<file path="config.mk">
export PLATFORM = sky130hd
export DESIGN_NAME = dcache_responder_flat
export DESIGN_NICKNAME = d
export VERILOG_FILES = /design/src/rtl/dcache_responder_pkg.sv /design/src/rtl/dcache_responder_if.sv /design/src/rtl/dcache_responder_array.sv /design/src/rtl/dcache_responder.sv /design/src/flat_wrapper.sv
export SDC_FILE = /design/constraint.sdc
export NUM_CORES = 2
export LEC_CHECK = 0
export BUFFER_PORTS_ARGS = -buffer_cell sky130_fd_sc_hd__buf_4
export CORE_UTILIZATION = 35
export CTS_CLUSTER_SIZE = 10
export DETAILED_ROUTE_END_ITERATION = 6
export PLACE_DENSITY = 0.56
export SYNTH_ARGS = -nofsm -noshare
export SYNTH_HDL_FRONTEND = slang
export SYNTH_SLANG_ARGS = --single-unit
</file>
<file path="constraint.sdc">
create_clock -name clk -period 6.25 [get_ports clk]
set_input_delay 0.3125 -clock clk [delete_from_list [all_inputs] [get_ports clk]]
set_output_delay 0.3125 -clock clk [all_outputs]
set_load 0.05 [all_outputs]
</file>
<file path="src/rtl/dcache_responder_pkg.sv">
// Shared types, default geometry and address-split helpers for the data cache.
package dcache_pkg;

    localparam int DC_LINES      = 64;
    localparam int DC_N_BITS     = 32;
    localparam int DC_INDEX_BITS = $clog2(DC_LINES);
    localparam int DC_TAG_BITS   = DC_N_BITS - DC_INDEX_BITS - 2;

    // Controller states: idle/lookup, waiting on a memory read, waiting on a memory write.
    typedef enum logic [1:0] {
        IDLE    = 2'd0,
        RD_WAIT = 2'd1,
        WR_WAIT = 2'd2
    } dc_state_t;

    // Line index of a byte address (byte offset bits are dropped).
    function automatic logic [DC_INDEX_BITS-1:0] get_index(input logic [DC_N_BITS-1:0] addr);
        return addr[DC_INDEX_BITS+1:2];
    endfunction

    // Tag field of a byte address.
    function automatic logic [DC_TAG_BITS-1:0] get_tag(input logic [DC_N_BITS-1:0] addr);
        return addr[DC_N_BITS-1:DC_INDEX_BITS+2];
    endfunction

endpackage

</file>
<file path="src/rtl/dcache_responder_if.sv">
// Core-side load/store bus plus main-memory req/ready bus of the data cache.
interface dcache_responder_if #(
    parameter int N_Bits = 32
);
    logic              MemRead;
    logic              MemWrite;
    logic [N_Bits-1:0] Addr;
    logic [N_Bits-1:0] WriteData;
    logic [N_Bits-1:0] ReadData;
    logic              stall;
    logic              mem_req;
    logic              mem_we;
    logic [N_Bits-1:0] mem_addr;
    logic [N_Bits-1:0] mem_wdata;
    logic [N_Bits-1:0] mem_rdata;
    logic              mem_ready;

    // The cache's view of the bus.
    modport slave (
        input  MemRead, MemWrite, Addr, WriteData, mem_rdata, mem_ready,
        output ReadData, stall, mem_req, mem_we, mem_addr, mem_wdata
    );

    // The core/memory side driving the cache.
    modport master (
        output MemRead, MemWrite, Addr, WriteData, mem_rdata, mem_ready,
        input  ReadData, stall, mem_req, mem_we, mem_addr, mem_wdata
    );
endinterface

</file>
<file path="src/rtl/dcache_responder_array.sv">
// Tag/data/valid storage: asynchronous read by index, one synchronous fill/update port.
// Only the valid bits are reset; tag and data contents are don't-care while invalid.
module dcache_array #(
    parameter int LINES     = 64,
    parameter int TAG_BITS  = 24,
    parameter int DATA_BITS = 32
) (
    input  logic                     clk,
    input  logic                     rst,
    input  logic [$clog2(LINES)-1:0] rd_idx_i,
    output logic                     rd_valid_o,
    output logic [TAG_BITS-1:0]      rd_tag_o,
    output logic [DATA_BITS-1:0]     rd_data_o,
    input  logic                     wr_en_i,
    input  logic [$clog2(LINES)-1:0] wr_idx_i,
    input  logic [TAG_BITS-1:0]      wr_tag_i,
    input  logic [DATA_BITS-1:0]     wr_data_i
);
    logic [LINES-1:0]     valid_q;
    logic [TAG_BITS-1:0]  tag_q  [LINES];
    logic [DATA_BITS-1:0] data_q [LINES];

    assign rd_valid_o = valid_q[rd_idx_i];
    assign rd_tag_o   = tag_q[rd_idx_i];
    assign rd_data_o  = data_q[rd_idx_i];

    // Valid bits: cleared asynchronously on reset, set on every fill/update.
    always_ff @(posedge clk or posedge rst) begin
        if (rst) begin
            valid_q <= '0;
        end else if (wr_en_i) begin
            valid_q[wr_idx_i] <= 1'b1;
        end
    end

    // Tag and data storage, written by the fill/update port.
    always_ff @(posedge clk) begin
        if (wr_en_i) begin
            tag_q[wr_idx_i]  <= wr_tag_i;
            data_q[wr_idx_i] <= wr_data_i;
        end
    end
endmodule

</file>
<file path="src/rtl/dcache_responder.sv">
// Direct-mapped, write-through, no-write-allocate data cache for a single-cycle core.
// Read hits return in the same cycle; misses and all stores stall the core while a
// req/ready transaction runs against main memory.
module dcache_responder
    import dcache_pkg::*;
#(
    parameter int N_Bits = 32,
    parameter int LINES  = 64
) (
    input  logic               clk,
    input  logic               rst,
    dcache_responder_if.slave  bus
);
    localparam int INDEX_BITS = $clog2(LINES);
    localparam int TAG_BITS   = N_Bits - INDEX_BITS - 2;

    dc_state_t         state_q, state_d;
    logic [N_Bits-1:0] addr_q, addr_d;
    logic [N_Bits-1:0] wdata_q, wdata_d;
    logic              hit_q, hit_d;

    logic [INDEX_BITS-1:0] idx_s;
    logic [TAG_BITS-1:0]   tag_s;
    logic [INDEX_BITS-1:0] idx_lat_s;
    logic [TAG_BITS-1:0]   tag_lat_s;
    logic                  rd_valid_s;
    logic [TAG_BITS-1:0]   rd_tag_s;
    logic [N_Bits-1:0]     rd_data_s;
    logic                  hit_s;
    logic                  wr_en_s;
    logic [N_Bits-1:0]     wr_data_s;
    logic                  unused_s;

    // Byte-offset bits are intentionally ignored: word accesses only.
    assign unused_s  = ^bus.Addr[1:0];
    assign idx_s     = bus.Addr[INDEX_BITS+1:2];
    assign tag_s     = bus.Addr[N_Bits-1:INDEX_BITS+2];
    assign idx_lat_s = addr_q[INDEX_BITS+1:2];
    assign tag_lat_s = addr_q[N_Bits-1:INDEX_BITS+2];
    // Tag compare only counts when the line is valid, so stale tags never hit.
    assign hit_s     = rd_valid_s && (rd_tag_s == tag_s);

    dcache_array #(
        .LINES     (LINES),
        .TAG_BITS  (TAG_BITS),
        .DATA_BITS (N_Bits)
    ) u_array (
        .clk        (clk),
        .rst        (rst),
        .rd_idx_i   (idx_s),
        .rd_valid_o (rd_valid_s),
        .rd_tag_o   (rd_tag_s),
        .rd_data_o  (rd_data_s),
        .wr_en_i    (wr_en_s),
        .wr_idx_i   (idx_lat_s),
        .wr_tag_i   (tag_lat_s),
        .wr_data_i  (wr_data_s)
    );

    // State register and request latches.
    always_ff @(posedge clk or posedge rst) begin
        if (rst) begin
            state_q <= IDLE;
            addr_q  <= '0;
            wdata_q <= '0;
            hit_q   <= 1'b0;
        end else begin
            state_q <= state_d;
            addr_q  <= addr_d;
            wdata_q <= wdata_d;
            hit_q   <= hit_d;
        end
    end

    // Next-state, handshake outputs and array update control.
    always_comb begin
        state_d       = state_q;
        addr_d        = addr_q;
        wdata_d       = wdata_q;
        hit_d         = hit_q;
        bus.stall     = 1'b0;
        bus.ReadData  = '0;
        bus.mem_req   = 1'b0;
        bus.mem_we    = 1'b0;
        bus.mem_addr  = '0;
        bus.mem_wdata = '0;
        wr_en_s       = 1'b0;
        wr_data_s     = bus.mem_rdata;
        if (rst) begin
            // Everything stays quiet while reset is held, even with a request pending.
            state_d = IDLE;
        end else begin
            case (state_q)
                IDLE: begin
                    if (bus.MemWrite) begin
                        // Stores always go to memory; a simultaneous read is dropped.
                        bus.stall = 1'b1;
                        addr_d    = {bus.Addr[N_Bits-1:2], 2'b00};
                        wdata_d   = bus.WriteData;
                        hit_d     = hit_s;
                        state_d   = WR_WAIT;
                    end else if (bus.MemRead) begin
                        if (hit_s) begin
                            bus.ReadData = rd_data_s;
                        end else begin
                            bus.stall = 1'b1;
                            addr_d    = {bus.Addr[N_Bits-1:2], 2'b00};
                            state_d   = RD_WAIT;
                        end
                    end else begin
                        state_d = IDLE;
                    end
                end
                RD_WAIT: begin
                    bus.mem_req  = 1'b1;
                    bus.mem_addr = addr_q;
                    if (bus.mem_ready) begin
                        // Bypass the returning word to the core and fill the line.
                        bus.ReadData = bus.mem_rdata;
                        wr_en_s      = 1'b1;
                        wr_data_s    = bus.mem_rdata;
                        state_d      = IDLE;
                    end else begin
                        bus.stall = 1'b1;
                    end
                end
                WR_WAIT: begin
                    bus.mem_req   = 1'b1;
                    bus.mem_we    = 1'b1;
                    bus.mem_addr  = addr_q;
                    bus.mem_wdata = wdata_q;
                    wr_data_s     = wdata_q;
                    if (bus.mem_ready) begin
                        // Write-through: refresh the line only if the store hit.
                        wr_en_s = hit_q;
                        state_d = IDLE;
                    end else begin
                        bus.stall = 1'b1;
                    end
                end
                default: begin
                    state_d = IDLE;
                end
            endcase
        end
    end
endmodule

</file>
<file path="src/flat_wrapper.sv">
// flat-port wrapper written by rule: the top's interface ports become plain ports
module dcache_responder_flat import dcache_pkg::*;
#(
    parameter int N_Bits = 32,
    parameter int LINES  = 64
)
  (clk, rst, bus_MemRead, bus_MemWrite, bus_Addr, bus_WriteData, bus_mem_rdata, bus_mem_ready, bus_ReadData, bus_stall, bus_mem_req, bus_mem_we, bus_mem_addr, bus_mem_wdata);
  dcache_responder_if #(.N_Bits(N_Bits)) bus_i ();
  input  logic clk;
  input  logic rst;
  input wire logic [$bits(bus_i.MemRead)-1:0] bus_MemRead;
  input wire logic [$bits(bus_i.MemWrite)-1:0] bus_MemWrite;
  input wire logic [$bits(bus_i.Addr)-1:0] bus_Addr;
  input wire logic [$bits(bus_i.WriteData)-1:0] bus_WriteData;
  input wire logic [$bits(bus_i.mem_rdata)-1:0] bus_mem_rdata;
  input wire logic [$bits(bus_i.mem_ready)-1:0] bus_mem_ready;
  output wire logic [$bits(bus_i.ReadData)-1:0] bus_ReadData;
  output wire logic [$bits(bus_i.stall)-1:0] bus_stall;
  output wire logic [$bits(bus_i.mem_req)-1:0] bus_mem_req;
  output wire logic [$bits(bus_i.mem_we)-1:0] bus_mem_we;
  output wire logic [$bits(bus_i.mem_addr)-1:0] bus_mem_addr;
  output wire logic [$bits(bus_i.mem_wdata)-1:0] bus_mem_wdata;
  assign bus_i.MemRead = bus_MemRead;
  assign bus_i.MemWrite = bus_MemWrite;
  assign bus_i.Addr = bus_Addr;
  assign bus_i.WriteData = bus_WriteData;
  assign bus_i.mem_rdata = bus_mem_rdata;
  assign bus_i.mem_ready = bus_mem_ready;
  assign bus_ReadData = bus_i.ReadData;
  assign bus_stall = bus_i.stall;
  assign bus_mem_req = bus_i.mem_req;
  assign bus_mem_we = bus_i.mem_we;
  assign bus_mem_addr = bus_i.mem_addr;
  assign bus_mem_wdata = bus_i.mem_wdata;
  dcache_responder #(.N_Bits(N_Bits), .LINES(LINES)) u_core (.clk(clk), .rst(rst), .bus(bus_i));
endmodule
</file>
# [After elaboration in Yosys (flattened, before gate mapping)]
# Memory sizes are Yosys's and may differ from the RTL's.
# Index checks and enable logic that the tools add are counted.
[word_totals] regBits=131 ramBits=3584 input_bits=101 elab_cells=67 memories=2
[memory_table] name="u_core.u_array.data_q" depth=64 width=32 read_ports=1 rd_ports_with_merged_regs=0 wr=1 line_no="dcache_responder_array.sv:21" text="logic [DATA_BITS-1:0] data_q [LINES];"
[memory_table] name="u_core.u_array.tag_q" depth=64 width=24 read_ports=1 rd_ports_with_merged_regs=0 wr=1 line_no="dcache_responder_array.sv:20" text="logic [TAG_BITS-1:0] tag_q [LINES];"
[classes] magnitude_cmp=3 n_eq_ne=6 mux=41 n_bitwise=2 reduce_logical=8
[op_table] op="$mux W32" n=14
[op_table] op="$or A64 B64 Y64" n=1
[op_table] op="$pmux W32 S2" n=1
[op_table] op="$eq A24 B24 Y1" n=1
[op_table] op="$mux W1" n=16
[op_table] op="$lt A6 B7 Y1 const B" n=2
[op_table] op="$mux W2" n=5
[op_table] op="$bmux W1 S6" n=1
[op_table] op="$demux W1 S6" n=1
[op_table] op="$ge A6 B1 Y1 const B" n=1
[op_table] op="$ne A5 B5 Y1 const B" n=1
[op_table] op="$pmux W1 S2" n=2
[op_table] op="$pmux W2 S2" n=1
[op_table] op="$reduce_and A4 Y1" n=1
[op_table] op="$ne A3 B1 Y1 const B" n=1
[op_table] op="$reduce_and A3 Y1" n=1
[op_table] op="$eq A2 B1 Y1 const B" n=1
[op_table] op="$eq A2 B2 Y1 const B" n=1
[op_table] op="$logic_and A1 B1 Y1" n=2
[op_table] op="$logic_not A2 Y1" n=1
[op_table] op="$ne A2 B2 Y1 const B" n=1
[op_table] op="$reduce_and A2 Y1" n=1
[op_table] op="$reduce_bool A2 Y1" n=1
[op_table] op="$reduce_or A2 Y1" n=1
[op_table] op="$not A1 Y1" n=1

# [Depth between registers and ports, before layout]
[logic_depth] ltp_word=8 ltp_mapped=18 depth_no_buf=10

# [Cells and area by module]
# From an unflattened synthesis, not the netlist that was laid out.
[hier_totals] hier_cells=6378 hier_area_um2=142391.6
[modules_own_cells] module="dcache_array" n_inst=1 cells_each=5961 area_per_inst_um2=138308.9
[modules_own_cells] module="dcache_responder" n_inst=1 cells_each=417 area_per_inst_um2=4082.7

# [Least setup slack after synthesis]
# No wires, ideal clock.
[synth_path] kind="input to output" from="input rst" to="output bus_ReadData[10]" t_arrival_ns=4.943 t_required_ns=5.938 setup_slack_ns=0.994 path_stages=4 path_cell_list="inv_1 nand2b_1 clkbuf_1 o31ai_1"
[synth_between] elab_chain_len=1
[synth_rtl] element="start: declaration" line_no="flat_wrapper.sv:10" text="input logic rst;"
[synth_rtl] element="$mux W32" line_no="dcache_responder.sv:89" text="if (rst) begin"
[synth_rtl] element="end: declaration" line_no="flat_wrapper.sv:17" text="output wire logic [$bits(bus_i.ReadData)-1:0] bus_ReadData;"
# Every way passes these cells.

# [Worst setup path after layout]
[layout_path] from="input bus_Addr[2]" to="output bus_stall"
[layout_between] elab_chain_len=8 word_cells_on_any_way=10 cone_classes="eq/ne: 1; mux: 7; reduce/logical: 1; memory: 1"
[layout_rtl] element="start: declaration" line_no="flat_wrapper.sv:13" text="input wire logic [$bits(bus_i.Addr)-1:0] bus_Addr;"
[layout_rtl] element="$mem_v2 Z64 W24 / $bmux W1 S6 (equally long branches)"
[layout_rtl] element="$eq A24 B24 Y1 / $mux W1 (equally long branches)" line_no="dcache_responder.sv:41, dcache_responder_array.sv:23"
[layout_rtl] element="$logic_and A1 B1 Y1 *" line_no="dcache_responder.sv:41" text="assign hit_s = rd_valid_s && (rd_tag_s == tag_s);"
[layout_rtl] element="$mux W1 *" line_no="dcache_responder.sv:103" text="if (hit_s) begin"
[layout_rtl] element="$mux W1 *" line_no="dcache_responder.sv:102" text="end else if (bus.MemRead) begin"
[layout_rtl] element="$mux W1 *" line_no="dcache_responder.sv:95" text="if (bus.MemWrite) begin"
[layout_rtl] element="$pmux W1 S2 *" line_no="dcache_responder.sv:93" text="case (state_q)"
[layout_rtl] element="$mux W1 *" line_no="dcache_responder.sv:89"
[layout_rtl] element="end: declaration" line_no="flat_wrapper.sv:18" text="output wire logic [$bits(bus_i.stall)-1:0] bus_stall;"
# Mark *: on every way between the ends. The rest lies on a longest branch, timed or not. The select of a mux whose other input is x is not followed.

==> results_dict.tcl <==
set metrics [dict create \
    status "finished, final reports clean" \
    io_buffers 195 \
    post_cts_buffers 0 \
    cts_buffers 420 \
    synthMuxAreaShare 0.1701 \
    ios 200 \
    ff2ff_setup_slack_ns 1.64 \
    synth_edf_count 3584 \
    fin_area_sq_um 167600 \
    htreeDepth 5 \
    worstSetupEndpointType "output port" \
    synth_compound_area_frac 0.01875 \
    start_kind "input pin" \
    relSlewSlack 0.07479 \
    worst-path-max-fanout 68 \
    hp-class "input pin to asynchronous set/reset pin" \
    cp_slowest_cell "nor4_1" \
    nNetsFinal 7374 \
    synth_cells 6641 \
    rows 235 \
    areaGrowthSynthToFinish_pct 15.83 \
    synthSimpleGateAreaFrac 0.03016 \
    path_buf_inv 7 \
    yosys.area_share.xor_xnor 0.0009081 \
    synthDistinctLibCells 75 \
    clockBufferDepth 4 \
    placedInstanceArea_sq_um 154800 \
    first_pass_iters 6 \
    grt_max_degree 147 \
    synthArstFlopShare 0.03474 \
    avgSynthCellArea_sq_um 21.79 \
    detail-route-antenna-nets 0 \
    clkTransAtPathRegs_ns 0.06 \
    cp_common_cell "buf_4" \
    drive_gt1_frac 0.2929 \
    grt_usage 0.2191 \
    dpl.hpwl_mm 251.5 \
    power_density_nw_per_um2 322.7 \
    critPathMaxStageDelay_ns 0.41 \
    synth_fa_ha_area_frac 0.0003459 \
    crit_type "input pin to output port" \
    post-route-drc-count 0 \
    critPathTopFamily "buffers and inverters" \
    worst_pin_slew_ns 1.385 \
    fin_skew_ns 0.1002 \
    hold_viol_final 0 \
    num_vias 75640 \
    grt_pass1_wl_mm 630.3 \
    layout_common_cells "3584 x edfxtp_1, 974 x mux4_2, 443 x buf_4" \
    slew_violations 0 \
    grt_pass1_vias 75450 \
    cts_tree "yes" \
    die_h_um 644.9 \
    numClockSinks 3713 \
    antenna_found_initial 33 \
    r2r-start "u_core.u_array.tag_q[51][8]" \
    wl_per_cell_um 35.82 \
    core_sq_um 410500 \
    ys_seq_elements 3713 \
    syn_area_sq_um 144700 \
    place_congestion 0.8375 \
    grt_remaining_overflow 0 \
    rsz0062_at_grt "no" \
    final_common_cell "edfxtp_1" \
    ys_warn_count 0 \
    p_leak_nw 53.28 \
    initial_utilization 0.3525 \
    avgViaCountPerCell 5.846 \
    finalSetupViolCount 0 \
    r2r-end "u_core.state_q[1]" \
    tns_ns 0 \
    yosysSeqAreaShare 0.7662 \
    wl_mm 463.5 \
    critPathArrivalTime_ns 5.18 \
    worst-endpoint-required_ns 5.94 \
    first_iter_violations 10990 \
    holdWs_ns 0.05791 \
    min_period_ns 5.492 \
    die_w_um 644.9 \
    setup_ws_ns 0.7576 \
    total_power_mw 54.08 \
    max_clock_freq_mhz 182.1 \
    clkLatencyLatePin_ns 1.00 \
    ys.flop_type "edfxtp_1" \
    worst_ir_drop_vdd_v 0.0002335 \
    final.period_utilization 0.8788 \
    ff2ff_path_depth 12 \
    clockRootBuffer "clkbuf_16" \
    path_cells "buf_16 -> buf_12 -> buf_12 -> buf_4 -> mux2_2 -> o22ai_1 -> a211oi_1 -> nor4_1 -> buf_4 -> a31o_2 -> nand4_1 -> nor4_4 -> and3_1 -> nand2_4 -> buf_4 -> a41o_1 -> buf_4" \
    cap_viol_max_count 0 \
    synth_top_family_by_area "multiplexers" \
    preCtsSetupSlack_ns 0.7643 \
    die-area_sq_um 415900 \
]
## synth_stat cells (44+ instances only)
library cell | number | area (sq um)
edfxtp_1 | 3584 | 107600
mux4_2 | 974 | 21940
nand2_1 | 355 | 1333
mux2i_1 | 204 | 2042
buf_2 | 147 | 735.7
clkbuf_1 | 145 | 544.3
dfrtp_1 | 129 | 3228
nor2_1 | 105 | 394.1
nand3_1 | 92 | 460.4
a21oi_1 | 76 | 380.4
a22oi_1 | 73 | 548.0
and2_1 | 69 | 431.7
or2_2 | 66 | 412.9
mux2_2 | 56 | 630.6
a31oi_1 | 44 | 275.3
## where the power goes
part / total [mW] / switching (mW) / internal [mW]
combinational: 3.31 / 2.22 / 1.09
sequential: 28.6 / 0.409 / 28.2
clock: 22.2 / 9.68 / 12.5
total: 54.1 / 12.3 / 41.8
## kinds of logic (layout without fill, tap and decap cells)
| logic type | count (synthesis) | in the layout |
|---|---|---|
| flops | 3713 | 3713 |
| mux | 1234 | 1234 |
| simple gates | 882 | 882 |
| compound gates | 399 | 399 |
| buf+inv | 393 | 1234 |
| xor+xnor | 15 | 15 |
| fa+ha+maj | 4 | 4 |
| other cells | 1 | 8 |
## stage by stage
step                      cells  utilization
final                     12940       0.4083
after CTS                 12930       0.4081
after floorplan            6642            -
after detailed placement  12220       0.3772
after global routing      12940       0.4082
after global placement    12220       0.3772
## state kept, by name (all words and copies together), names as in the netlist
register,cells
u_core.hit_q,1
u_core.u_array.data_q,2048
u_core.addr_q,30
u_core.u_array.valid_q,64
u_core.wdata_q,32
u_core.state_q,2
u_core.u_array.tag_q,1536
## how the worst max path moves through the flow
stage                 from               end  cells after the start
3_3_place_gp   bus_Addr[6]         bus_stall                     15
4_1_cts        bus_Addr[2]         bus_stall                     17
2_1_floorplan          rst  bus_ReadData[10]                      4
3_5_place_dp   bus_Addr[6]         bus_stall                     15
5_1_grt        bus_Addr[2]         bus_stall                     17
6_report       bus_Addr[2]         bus_stall                     17
## what timing repair did
item                      4_1_cts  5_1_grt
resized for setup               0        0
hold endpoints to repair      142        0
hold buffers                   76        0
## layout make-up
class / count / area [sq um]
diodes: 6 / 15.01
clock buffers: 595 / 11320
clock inverters: 41 / 594.3
fillers: 35890 / 242900
inverters: 12 / 65.06
multi-input cells: 2536 / 32450
flip-flops and latches: 3713 / 110900
well taps: 5451 / 6820
repair buffers: 586 / 5431
## tightest hold or removal path: stages
cell,delay [ns]
dlygate4sd3_1,0.54
buf_4,0.19
inv_8,0.56
## per-layer routing
metal / vias to the layer above / routed length, um / GRT usage
met1: 41400 / 184100 / 0.3022
li1: 29040 / - / -
met2: 4314 / 222200 / 0.3563
met4: 2 / 16530 / 0.07047
met5: - / 13 / 0
met3: 884 / 40690 / 0.03511
Note: power is estimated with default switching activity, not from simulation.
